===== config.mk =====
export PLATFORM = sky130hd
export DESIGN_NAME = ws2812_frame_scheduler_flat
export DESIGN_NICKNAME = d
export VERILOG_FILES = /design/src/rtl/rubiks_pkg.sv /design/src/rtl/ws2812_frame_scheduler_if.sv /design/src/rtl/cycle_timer.sv /design/src/rtl/ws2812_frame_scheduler.sv /design/src/flat_wrapper.sv
export SDC_FILE = /design/constraint.sdc
export NUM_CORES = 1
export LEC_CHECK = 0
export CORE_UTILIZATION = 25
export CTS_CLUSTER_SIZE = 14
export DETAILED_ROUTE_END_ITERATION = 10
export HOLD_SLACK_MARGIN = 0.15
export PLACE_DENSITY = 0.53
export SLEW_MARGIN = 20
export SYNTH_ARGS = -nofsm -noshare
export SYNTH_HDL_FRONTEND = slang
export SYNTH_HIERARCHICAL = 1
export SYNTH_SLANG_ARGS = --single-unit

===== constraint.sdc =====
create_clock -name clk -period 2.6 [get_ports clk]
set_input_delay 0.52 -clock clk [delete_from_list [all_inputs] [get_ports clk]]
set_output_delay 0.52 -clock clk [all_outputs]
set_load 0.005 [all_outputs]

===== src/rtl/rubiks_pkg.sv =====
// Shared types and constants for the WS2812 frame scheduler.
// Holds the cube orientation widths, the scheduler state type, the default
// timing constants for a 40 MHz clock, and a small max helper that sizes
// the shared watchdog/latch counter.
package rubiks_pkg;

    localparam int unsigned SQ_W     = 3;           // colour code per square
    localparam int unsigned FACE_W   = 9 * SQ_W;    // 9 squares per face
    localparam int unsigned ORIENT_W = 6 * FACE_W;  // 6 faces -> 162 bits

    localparam int unsigned CLK_HZ   = 40_000_000;
    localparam int unsigned LATCH_US = 60;

    localparam int unsigned LATCH_CYCLES_DEF    = (CLK_HZ / 1_000_000) * LATCH_US;
    localparam int unsigned WATCHDOG_CYCLES_DEF = 400_000;
    localparam int unsigned REFRESH_CYCLES_DEF  = 1_333_333;

    typedef enum logic [1:0] {
        IDLE,
        START,
        BUSY,
        LATCH
    } sched_state_t;

    function automatic int unsigned max_u(input int unsigned a, input int unsigned b);
        return (a > b) ? a : b;
    endfunction

endpackage


===== src/rtl/ws2812_frame_scheduler_if.sv =====
// Scheduler bus: groups the MCU/SPI load path, the core handshake and the
// status outputs.
//   load_pulse, orientation_in : new orientation from the SPI receiver
//   frame_done                 : end-of-frame pulse from the datastream core
//   frame_start, orientation_out : frame start pulse and data to the core
//   busy, done, error          : status to the MCU
// The slave modport is the scheduler; master is the surrounding system.
interface ws2812_frame_scheduler_if;
    import rubiks_pkg::*;

    logic                load_pulse;
    logic [ORIENT_W-1:0] orientation_in;
    logic                frame_done;
    logic                frame_start;
    logic [ORIENT_W-1:0] orientation_out;
    logic                busy;
    logic                done;
    logic                error;

    modport slave (
        input  load_pulse, orientation_in, frame_done,
        output frame_start, orientation_out, busy, done, error
    );

    modport master (
        output load_pulse, orientation_in, frame_done,
        input  frame_start, orientation_out, busy, done, error
    );

endinterface


===== src/rtl/cycle_timer.sv =====
// Loadable saturating down-counter.
//   clk, reset : clock and synchronous active-high reset (count -> 0)
//   load       : load load_val this cycle (takes priority over en)
//   load_val   : value to load
//   en         : decrement by one when non-zero
//   zero       : count is currently zero
module cycle_timer #(
    parameter int unsigned WIDTH = 8
) (
    input  logic             clk,
    input  logic             reset,
    input  logic             load,
    input  logic [WIDTH-1:0] load_val,
    input  logic             en,
    output logic             zero
);

    logic [WIDTH-1:0] cnt_q, cnt_d;

    always_comb begin
        cnt_d = cnt_q;
        if (load) begin
            cnt_d = load_val;
        end else if (en && (cnt_q != '0)) begin
            cnt_d = cnt_q - 1'b1;
        end
    end

    always_ff @(posedge clk) begin
        if (reset) begin
            cnt_q <= '0;
        end else begin
            cnt_q <= cnt_d;
        end
    end

    assign zero = (cnt_q == '0);

endmodule


===== src/rtl/ws2812_frame_scheduler.sv =====
// WS2812 frame scheduler: sequences LED-matrix refreshes between the SPI
// orientation receiver and the face/datastream core.
//   clk   : system clock
//   reset : synchronous active-high reset
//   bus   : ws2812_frame_scheduler_if.slave (load path, core handshake, status)
// Optional build macro AUTO_REFRESH_EN: adds a refresh counter that re-sends
// the current orientation every REFRESH_CYCLES while idle.
module ws2812_frame_scheduler
    import rubiks_pkg::*;
#(
    parameter int unsigned LATCH_CYCLES    = LATCH_CYCLES_DEF,
    parameter int unsigned WATCHDOG_CYCLES = WATCHDOG_CYCLES_DEF
`ifdef AUTO_REFRESH_EN
    ,
    parameter int unsigned REFRESH_CYCLES  = REFRESH_CYCLES_DEF
`endif
) (
    input logic                      clk,
    input logic                      reset,
    ws2812_frame_scheduler_if.slave  bus
);

    // Watchdog and latch gap share one counter; they are never live together.
    localparam int unsigned TMR_W = $clog2(max_u(WATCHDOG_CYCLES, LATCH_CYCLES) + 1);

    // Loaded with N-1 so that BUSY/LATCH last exactly N cycles: the exit is
    // decided in the cycle the counter reads zero.
    localparam logic [TMR_W-1:0] WD_LOAD    = TMR_W'(WATCHDOG_CYCLES - 1);
    localparam logic [TMR_W-1:0] LATCH_LOAD = TMR_W'(LATCH_CYCLES - 1);

    sched_state_t        state_q, state_d;
    logic [ORIENT_W-1:0] shadow_q, shadow_d;
    logic [ORIENT_W-1:0] orient_q, orient_d;
    logic                pending_q, pending_d;
    logic                from_load_q, from_load_d;
    logic                frame_start_q, frame_start_d;
    logic                busy_q, busy_d;
    logic                done_q, done_d;
    logic                error_q, error_d;

    logic             tmr_load;
    logic [TMR_W-1:0] tmr_load_val;
    logic             tmr_en;
    logic             tmr_zero;
    logic             start_load;
    logic             start_refresh;

    cycle_timer #(
        .WIDTH (TMR_W)
    ) u_wd_latch_timer (
        .clk      (clk),
        .reset    (reset),
        .load     (tmr_load),
        .load_val (tmr_load_val),
        .en       (tmr_en),
        .zero     (tmr_zero)
    );

`ifdef AUTO_REFRESH_EN
    localparam int unsigned RF_W = $clog2(REFRESH_CYCLES + 1);

    logic refresh_zero;

    // Reloaded in every START cycle, so the interval runs frame start to frame start.
    cycle_timer #(
        .WIDTH (RF_W)
    ) u_refresh_timer (
        .clk      (clk),
        .reset    (reset),
        .load     (frame_start_q),
        .load_val (RF_W'(REFRESH_CYCLES)),
        .en       (1'b1),
        .zero     (refresh_zero)
    );
`endif

    always_comb begin
        state_d       = state_q;
        shadow_d      = shadow_q;
        orient_d      = orient_q;
        pending_d     = pending_q;
        from_load_d   = from_load_q;
        done_d        = done_q;
        error_d       = error_q;
        tmr_load      = 1'b0;
        tmr_load_val  = '0;
        tmr_en        = (state_q == BUSY) || (state_q == LATCH);
        start_load    = 1'b0;
        start_refresh = 1'b0;

        if (bus.load_pulse) begin
            shadow_d = bus.orientation_in;
            done_d   = 1'b0;
            if (state_q != IDLE) begin
                pending_d = 1'b1;
            end
        end

        unique case (state_q)
            IDLE: begin
                if (bus.load_pulse || pending_q) begin
                    start_load = 1'b1;
`ifdef AUTO_REFRESH_EN
                end else if (refresh_zero) begin
                    start_refresh = 1'b1;
`endif
                end
            end
            START: begin
                // A load landing in START is queued for the next frame.
                pending_d    = bus.load_pulse;
                tmr_load     = 1'b1;
                tmr_load_val = WD_LOAD;
                state_d      = BUSY;
            end
            BUSY: begin
                if (bus.frame_done) begin
                    tmr_load     = 1'b1;
                    tmr_load_val = LATCH_LOAD;
                    state_d      = LATCH;
                end else if (tmr_zero) begin
                    error_d      = 1'b1;
                    tmr_load     = 1'b1;
                    tmr_load_val = LATCH_LOAD;
                    state_d      = LATCH;
                end
            end
            LATCH: begin
                if (tmr_zero) begin
                    if (pending_q || bus.load_pulse) begin
                        start_load = 1'b1;
                    end else begin
                        state_d = IDLE;
                        if (from_load_q) begin
                            done_d = 1'b1;
                        end
                    end
                end
            end
            default: state_d = IDLE;
        endcase

        // Data is switched on entry to START so it is valid with frame_start.
        if (start_load) begin
            state_d     = START;
            orient_d    = bus.load_pulse ? bus.orientation_in : shadow_q;
            from_load_d = 1'b1;
        end else if (start_refresh) begin
            state_d     = START;
            from_load_d = 1'b0;
        end

        frame_start_d = (state_d == START);
        busy_d        = (state_d != IDLE);
    end

    always_ff @(posedge clk) begin
        if (reset) begin
            state_q       <= IDLE;
            shadow_q      <= '0;
            orient_q      <= '0;
            pending_q     <= 1'b0;
            from_load_q   <= 1'b0;
            frame_start_q <= 1'b0;
            busy_q        <= 1'b0;
            done_q        <= 1'b0;
            error_q       <= 1'b0;
        end else begin
            state_q       <= state_d;
            shadow_q      <= shadow_d;
            orient_q      <= orient_d;
            pending_q     <= pending_d;
            from_load_q   <= from_load_d;
            frame_start_q <= frame_start_d;
            busy_q        <= busy_d;
            done_q        <= done_d;
            error_q       <= error_d;
        end
    end

    assign bus.frame_start     = frame_start_q;
    assign bus.orientation_out = orient_q;
    assign bus.busy            = busy_q;
    assign bus.done            = done_q;
    assign bus.error           = error_q;

endmodule


===== src/flat_wrapper.sv =====
// flat-port wrapper written by rule: the top's interface ports become plain ports
module ws2812_frame_scheduler_flat import rubiks_pkg::*;
#(
    parameter int unsigned LATCH_CYCLES    = LATCH_CYCLES_DEF,
    parameter int unsigned WATCHDOG_CYCLES = WATCHDOG_CYCLES_DEF

)
  (clk, reset, bus_load_pulse, bus_orientation_in, bus_frame_done, bus_frame_start, bus_orientation_out, bus_busy, bus_done, bus_error);
  ws2812_frame_scheduler_if bus_i ();
  input logic clk;
  input logic reset;
  input wire logic [$bits(bus_i.load_pulse)-1:0] bus_load_pulse;
  input wire logic [$bits(bus_i.orientation_in)-1:0] bus_orientation_in;
  input wire logic [$bits(bus_i.frame_done)-1:0] bus_frame_done;
  output wire logic [$bits(bus_i.frame_start)-1:0] bus_frame_start;
  output wire logic [$bits(bus_i.orientation_out)-1:0] bus_orientation_out;
  output wire logic [$bits(bus_i.busy)-1:0] bus_busy;
  output wire logic [$bits(bus_i.done)-1:0] bus_done;
  output wire logic [$bits(bus_i.error)-1:0] bus_error;
  assign bus_i.load_pulse = bus_load_pulse;
  assign bus_i.orientation_in = bus_orientation_in;
  assign bus_i.frame_done = bus_frame_done;
  assign bus_frame_start = bus_i.frame_start;
  assign bus_orientation_out = bus_i.orientation_out;
  assign bus_busy = bus_i.busy;
  assign bus_done = bus_i.done;
  assign bus_error = bus_i.error;
  ws2812_frame_scheduler #(.LATCH_CYCLES(LATCH_CYCLES), .WATCHDOG_CYCLES(WATCHDOG_CYCLES)) u_core (.clk(clk), .reset(reset), .bus(bus_i));
endmodule

======== Word level (Yosys, flattened, before mapping) ========
Cells that the tools add are included.
word-level totals
  bits in registers ....................... 351
  bits of input ports ..................... 166
  output and inout bits ................... 166
  word-level logic and storage cells ...... 55
operators by class
  add/sub/neg operators ................... 1
  eq/ne operators ......................... 4
  multiplexer cells ....................... 26
  bitwise operators ....................... 1
  reductions and logical operators ........ 13
operator list
  operator                                              count
  two-way mux 162 bit                                   1
  two-way mux 19 bit                                    3
  one-hot mux 19 bit (2 select lines)                   1
  zero test 19 bit                                      1
  nonzero test 19 bit                                   1
  subtractor 19 x 1 -> 19 bit (second input constant)   1
  two-way mux 1 bit                                     12
  two-way mux 12 bit                                    1
  two-way mux 2 bit                                     5
  nonzero test 2 bit                                    5
  one-hot mux 2 bit (3 select lines)                    1
  equality test 2 x 1 -> 1 bit (second input constant)  2
  equality test 2 bit (second input constant)           2
  one-hot mux 1 bit (2 select lines)                    2
  AND reduction 3 bit                                   1
  zero test 2 bit                                       1
  logical OR 1 bit                                      2
  AND reduction 2 bit                                   1
  logical AND 1 bit                                     1
  NOT 1 bit                                             1

======== Logic depth before layout (Yosys ltp) ========
  depth after elaboration ................. 6
  gate-level depth with buffers ........... 13
  gate-level depth less buffers ........... 10

======== Modules after synthesis ========
The synthesis kept the hierarchy.
by module, submodules not included
  module                  instances  cells each  area an instance (um2)  sequential area each (um2)
  ws2812_frame_scheduler  1          1112        11373.4                 6646.4
  cycle_timer             1          172         1451.4                  380.4

======== Worst setup path before layout ========
No wires, ideal clock.
  kind .................................... register to register
  start ................................... reg u_core.u_wd_latch_timer.cnt_q[6]
  end ..................................... reg u_core.u_wd_latch_timer.cnt_q[11]
  setup time .............................. 0.103 ns
  data arrival time ....................... 2.756 ns
  required time ........................... 2.497 ns
  path slack .............................. -0.259 ns
  stages on the path, launching flop included .. 11
  path buffers ............................ 3
  clock period less this slack ............ 2.859 ns
  path through ............................ dfxtp_1 -> nor4_4 -> nand4_1 -> buf_2 -> nor2_1 -> o21a_1 -> o21a_1 -> clkbuf_1 -> buf_1 -> nor2_1 -> a2111oi_2
between the ends
  word-level cells in the longest chain between the ends .. 5
  elaborated cells between the ends (all ways) .. 13
  those cells by class .................... 1 x add/sub; 8 x mux; 4 x reduce/logical
RTL lines
  item                                                             line                           text
  start, declared                                                  cycle_timer.sv:18              logic [WIDTH-1:0] cnt_q, cnt_d;
  start signal, assigned                                           cycle_timer.sv:33              cnt_q <= cnt_d;
  zero test 19 bit *                                               cycle_timer.sv:37              assign zero = (cnt_q == '0);
  named net u_core.tmr_zero                                        ws2812_frame_scheduler.sv:44   logic tmr_zero;
  two-way mux 1 bit *                                              ws2812_frame_scheduler.sv:121  end else if (tmr_zero) begin
  two-way mux 1 bit *                                              ws2812_frame_scheduler.sv:117  if (bus.frame_done) begin
  one-hot mux 1 bit (2 select lines) *                             ws2812_frame_scheduler.sv:99   unique case (state_q)
  named net u_core.tmr_load                                        ws2812_frame_scheduler.sv:41   logic tmr_load;
  two-way mux 19 bit / nonzero test 2 bit (equally long branches)  n/a
The timed path passes the listed nets; every way through them passes the cells marked *. The select of a mux whose other input is x is not followed.
A chain may end at the register's enable or synchronous reset.

======== Final worst setup path ========
  start ................................... reg u_core.u_wd_latch_timer.cnt_q[10]
  end ..................................... reg u_core.orient_q[110] (netlist: u_core/bus.orientation_out[110])
between the ends
  word-level cells in the longest chain between the ends .. 3
RTL lines
  item                                line                           text
  zero test 19 bit                    cycle_timer.sv:37
  named net u_core.tmr_zero           ws2812_frame_scheduler.sv:44
  two-way mux 1 bit                   ws2812_frame_scheduler.sv:129  if (tmr_zero) begin
  one-hot mux 1 bit (2 select lines)  ws2812_frame_scheduler.sv:99
  end signal, assigned                ws2812_frame_scheduler.sv:171  orient_q <= orient_d;
  end, declared                       ws2812_frame_scheduler.sv:33   logic [ORIENT_W-1:0] orient_q, orient_d;
The timed path passes the listed nets, and every way through them passes these cells.

==> results.sh <==
export IMPL_max_vdd_ir_drop_uv=665
export IMPL_postSynth_asyncResetShare_pct=0
export IMPL_power_density_nw_per_um2=1250
export IMPL_clk_latency_ps=560
export IMPL_maxCapViolations=0
export IMPL_synth_ff_type="dfxtp_1"
export IMPL_yosysTopAreaCellShare_pct=54.8
export IMPL_synth_ff_latch_count=351
export IMPL_cp_cell_sequence="nor4_2 > nand4_1 > nor2_2 > buf_4 > a21oi_1 > nor3_4 > buf_12 > buf_12 > nor2_1 > a211oi_1"
export IMPL_post_cts_buffers=0
export IMPL_drv_slew=0
export IMPL_slowest_stage="nor4_2"
export IMPL_dpl_hpwl_mm=23.7
export IMPL_worstPathRequired_ps=3040
export IMPL_avgSynthCellArea_sq_um=9.99
export IMPL_drt_total_wl_mm=35.1
export IMPL_worstHoldEndpoint="u_core/bus.done$_SDFF_PP0_"
export IMPL_outcome="finished clean"
export IMPL_fin_hold_ws_ps=325
export IMPL_layout_worst_path_cycle_share_pct=94.4
export IMPL_hp_class="input port to register"
export IMPL_min_path_cells=2
export IMPL_critPathArrivalTime_ps=2900
export IMPL_grt_pass1_wl_mm=55.8
export IMPL_slowest_delay_ps=360
export IMPL_wl_per_cell_um=15.2
export IMPL_hold_violations=0
export IMPL_worstPathMaxFanout=40
export IMPL_grt_usage_pct=13.2
export IMPL_grt_pass1_vias=10300
export IMPL_synth_area_sq_um=12800
export IMPL_yosysWarnings=6
export IMPL_drt_pass1_iter_count=5
export IMPL_cp_start_kind="register"
export IMPL_yosysMostFrequentCell="dfxtp_1"
export IMPL_cts_buffers_inserted=41
export IMPL_critical_path_top_delay_family="simple AND/OR/NAND/NOR gates"
export IMPL_max_slew_margin_rel_pct=50.9
export IMPL_path_buf_inv=3
export IMPL_grt_ovfl_total=0
export IMPL_clk_path_buf_depth=3
export IMPL_post_synth_num_cell_types=61
export IMPL_vias=10300
export IMPL_reg2reg_from="u_core/u_wd_latch_timer/cnt_q[10]$_SDFFE_PP0P_"
export IMPL_setup_viol=0
export IMPL_htreeDepth=2
export IMPL_worst_slew_pin_slew_ps=737
export IMPL_r2r_slack_ps=150
export IMPL_dpl_cell_area_sq_um=17100
export IMPL_skew_ps=14.7
export IMPL_synth_seq_area_share_pct=54.8
export IMPL_crit_type="register to register"
export IMPL_drive_gt1_share_pct=8.83
export IMPL_ant_nets=0
export IMPL_rsz0062_at_grt="yes"
export IMPL_regToRegEndpoint="u_core/bus.orientation_out[110]$_SDFFE_PP0P_"
export IMPL_ys_top_cells_by_count="dfxtp_1 (351), nor2_1 (349), a211oi_1 (165)"
export IMPL_leakage_nw=7.27
export IMPL_yosysTopAreaCell="dfxtp_1"
export IMPL_reg2reg_depth=10
export IMPL_dieArea_sq_um=52200
export IMPL_min_from="bus_load_pulse"
export IMPL_nets=1782
export IMPL_coreArea_sq_um=50400
export IMPL_cts_tree="yes"
export IMPL_place_gp_congestion=0.819
export IMPL_final_cell_area_sq_um=18500
export IMPL_initial_utilization_pct=25.5
export IMPL_min_period_ps=2450
export IMPL_synth_edf_count=0
export IMPL_endpoint_kind="register"
export IMPL_drc=0
export IMPL_clkSinkCount=351
export IMPL_place_ws_ps=118
export IMPL_cpMostUsedCell="buf_12"
export IMPL_syn2layout_area_growth_pct=44.3
export IMPL_ios=332
export IMPL_antenna_found_initial=3
export IMPL_syn_inst=1284
export IMPL_die_h_um=228
export IMPL_synth_area_leaders="dfxtp_1 (55%), mux2i_1 (13%), nor2_1 (10%)"
export IMPL_drt_iter0_drc=514
export IMPL_grt_max_degree=137
export IMPL_viasPerCell=4.43
export IMPL_die_w_um=228
export IMPL_timing_final_ws_setup_ps=145
export IMPL_clk_pin_slew_worst_paths_ps=60
export IMPL_rows=82
export IMPL_max_freq_ghz=0.407
export IMPL_root_buffer="clkbuf_16"
export IMPL_io_buffer_count=331
==> sequential cells by signal, summed over array words and instances, names as in the netlist <==
register / flops
u_core/shadow_q: 162
u_core/pending_q: 1
u_core/from_load_q: 1
u_core/bus.error: 1
u_core/bus.busy: 1
u_core/bus.done: 1
u_core/u_wd_latch_timer/cnt_q: 19
u_core/bus.orientation_out: 162
u_core/bus.frame_start: 1
u_core/state_q: 2
==> cells by family after synthesis <==
| kind of cell | count (synthesis) | synth area share [%] |
|---|---|---|
| AOI/OAI and AO/OA | 230 | 13.7 |
| DFF | 351 | 54.8 |
| buffers and inverters | 119 | 4.23 |
| adders and majority gates | 6 | 0.585 |
| muxes | 164 | 12.8 |
| and+or+nand+nor | 413 | 13.8 |
| other | 1 | 0.0292 |
==> worst max-delay path by stage <==
| stage | from | end | cells after the start |
|---|---|---|---|
| after detailed placement | u_core/u_wd_latch_timer/cnt_q[10]$_SDFFE_PP0P_ | u_core/bus.orientation_out[64]$_SDFFE_PP0P_ | 10 |
| after CTS | u_core/u_wd_latch_timer/cnt_q[10]$_SDFFE_PP0P_ | u_core/bus.orientation_out[64]$_SDFFE_PP0P_ | 10 |
| final | u_core/u_wd_latch_timer/cnt_q[10]$_SDFFE_PP0P_ | u_core/bus.orientation_out[110]$_SDFFE_PP0P_ | 10 |
| after floorplan | u_core/u_wd_latch_timer/cnt_q[6]$_SDFFE_PP0P_ | u_core/u_wd_latch_timer/cnt_q[4]$_SDFFE_PP0P_ | 10 |
| after global placement | bus_frame_done | u_core/u_wd_latch_timer/cnt_q[13]$_SDFFE_PP0P_ | 7 |
| after global routing | u_core/u_wd_latch_timer/cnt_q[11]$_SDFFE_PP0P_ | u_core/bus.orientation_out[110]$_SDFFE_PP0P_ | 10 |
==> per-stage QoR <==
stage	total power, W	setup TNS (ps)	utilization [%]	cells
6_report	0.0231	0	36.7	2315
5_1_grt	0.0247	-87.6	36.7	2315
4_1_cts	0.0234	0	36.7	2314
3_5_place_dp	0.0173	0	33.9	2239
3_3_place_gp	0.0172	0	33.9	2239
2_1_floorplan	0.0126	0	-	1289
==> routing by layer <==
metal	up-vias	wire length (um)	GRT usage (%)
li1	5173	-	-
met1	4735	14800	15.5
met2	291	15900	21.2
met3	61	3450	5.81
met4	4	901	4.74
met5	-	27	0
==> placed cells by master (no fill, tap or decap), drive strengths merged, types with 3 or more instances in the layout <==
| cell | synthesis | routed |
|---|---|---|
| o2111a | 3 | 3 |
| clkbuf | 44 | 61 |
| dfxtp | 351 | 351 |
| nand2 | 10 | 10 |
| mux2i | 164 | 164 |
| a311oi | 5 | 5 |
| a21oi | 7 | 7 |
| nand3 | 4 | 4 |
| clkinv | 1 | 8 |
| o21ai | 13 | 13 |
| nor2 | 349 | 349 |
| or3 | 3 | 3 |
| buf | 62 | 55 |
| o21a | 4 | 4 |
| o41ai | 4 | 4 |
| clkdlybuf4s50 | 0 | 329 |
| inv | 12 | 15 |
| ha | 6 | 6 |
| a211oi | 165 | 165 |
| and4 | 3 | 3 |
| a2111oi | 6 | 6 |
| o311a | 3 | 3 |
| nor3 | 14 | 14 |
| bufinv | 0 | 3 |
| a31oi | 5 | 5 |
| nor4 | 6 | 6 |
| nand4 | 8 | 8 |
| conb | 1 | 6 |
==> power breakdown <==
group / leakage (nW) / total (W) / internal, W / switching [W]
logic: 3.68 / 0.00949 / 0.00475 / 0.00474
registers: 2.90 / 0.00775 / 0.00692 / 0.000829
clock network: 0.691 / 0.00590 / 0.00360 / 0.00230
total: 7.27 / 0.0231 / 0.0153 / 0.00786
==> what timing repair did <==
action | CTS | global route
setup endpoints to repair | 0 | 17
hold buffers | 0 | 0
resized for setup | 0 | 6
==> area by class of cell <==
cell class                      count  area (sq um)
Timing Repair Buffer              384          3890
Multi-Input combinational cell    819          5290
Antenna cell                        1          2.50
Clock buffer                       61          1230
Tap cell                          672           841
Clock inverter                     14           173
Sequential cell                   351          7030
Fill cell                        5022         31900
Inverter                           13          48.8
Power figures use the tool's default switching activity.
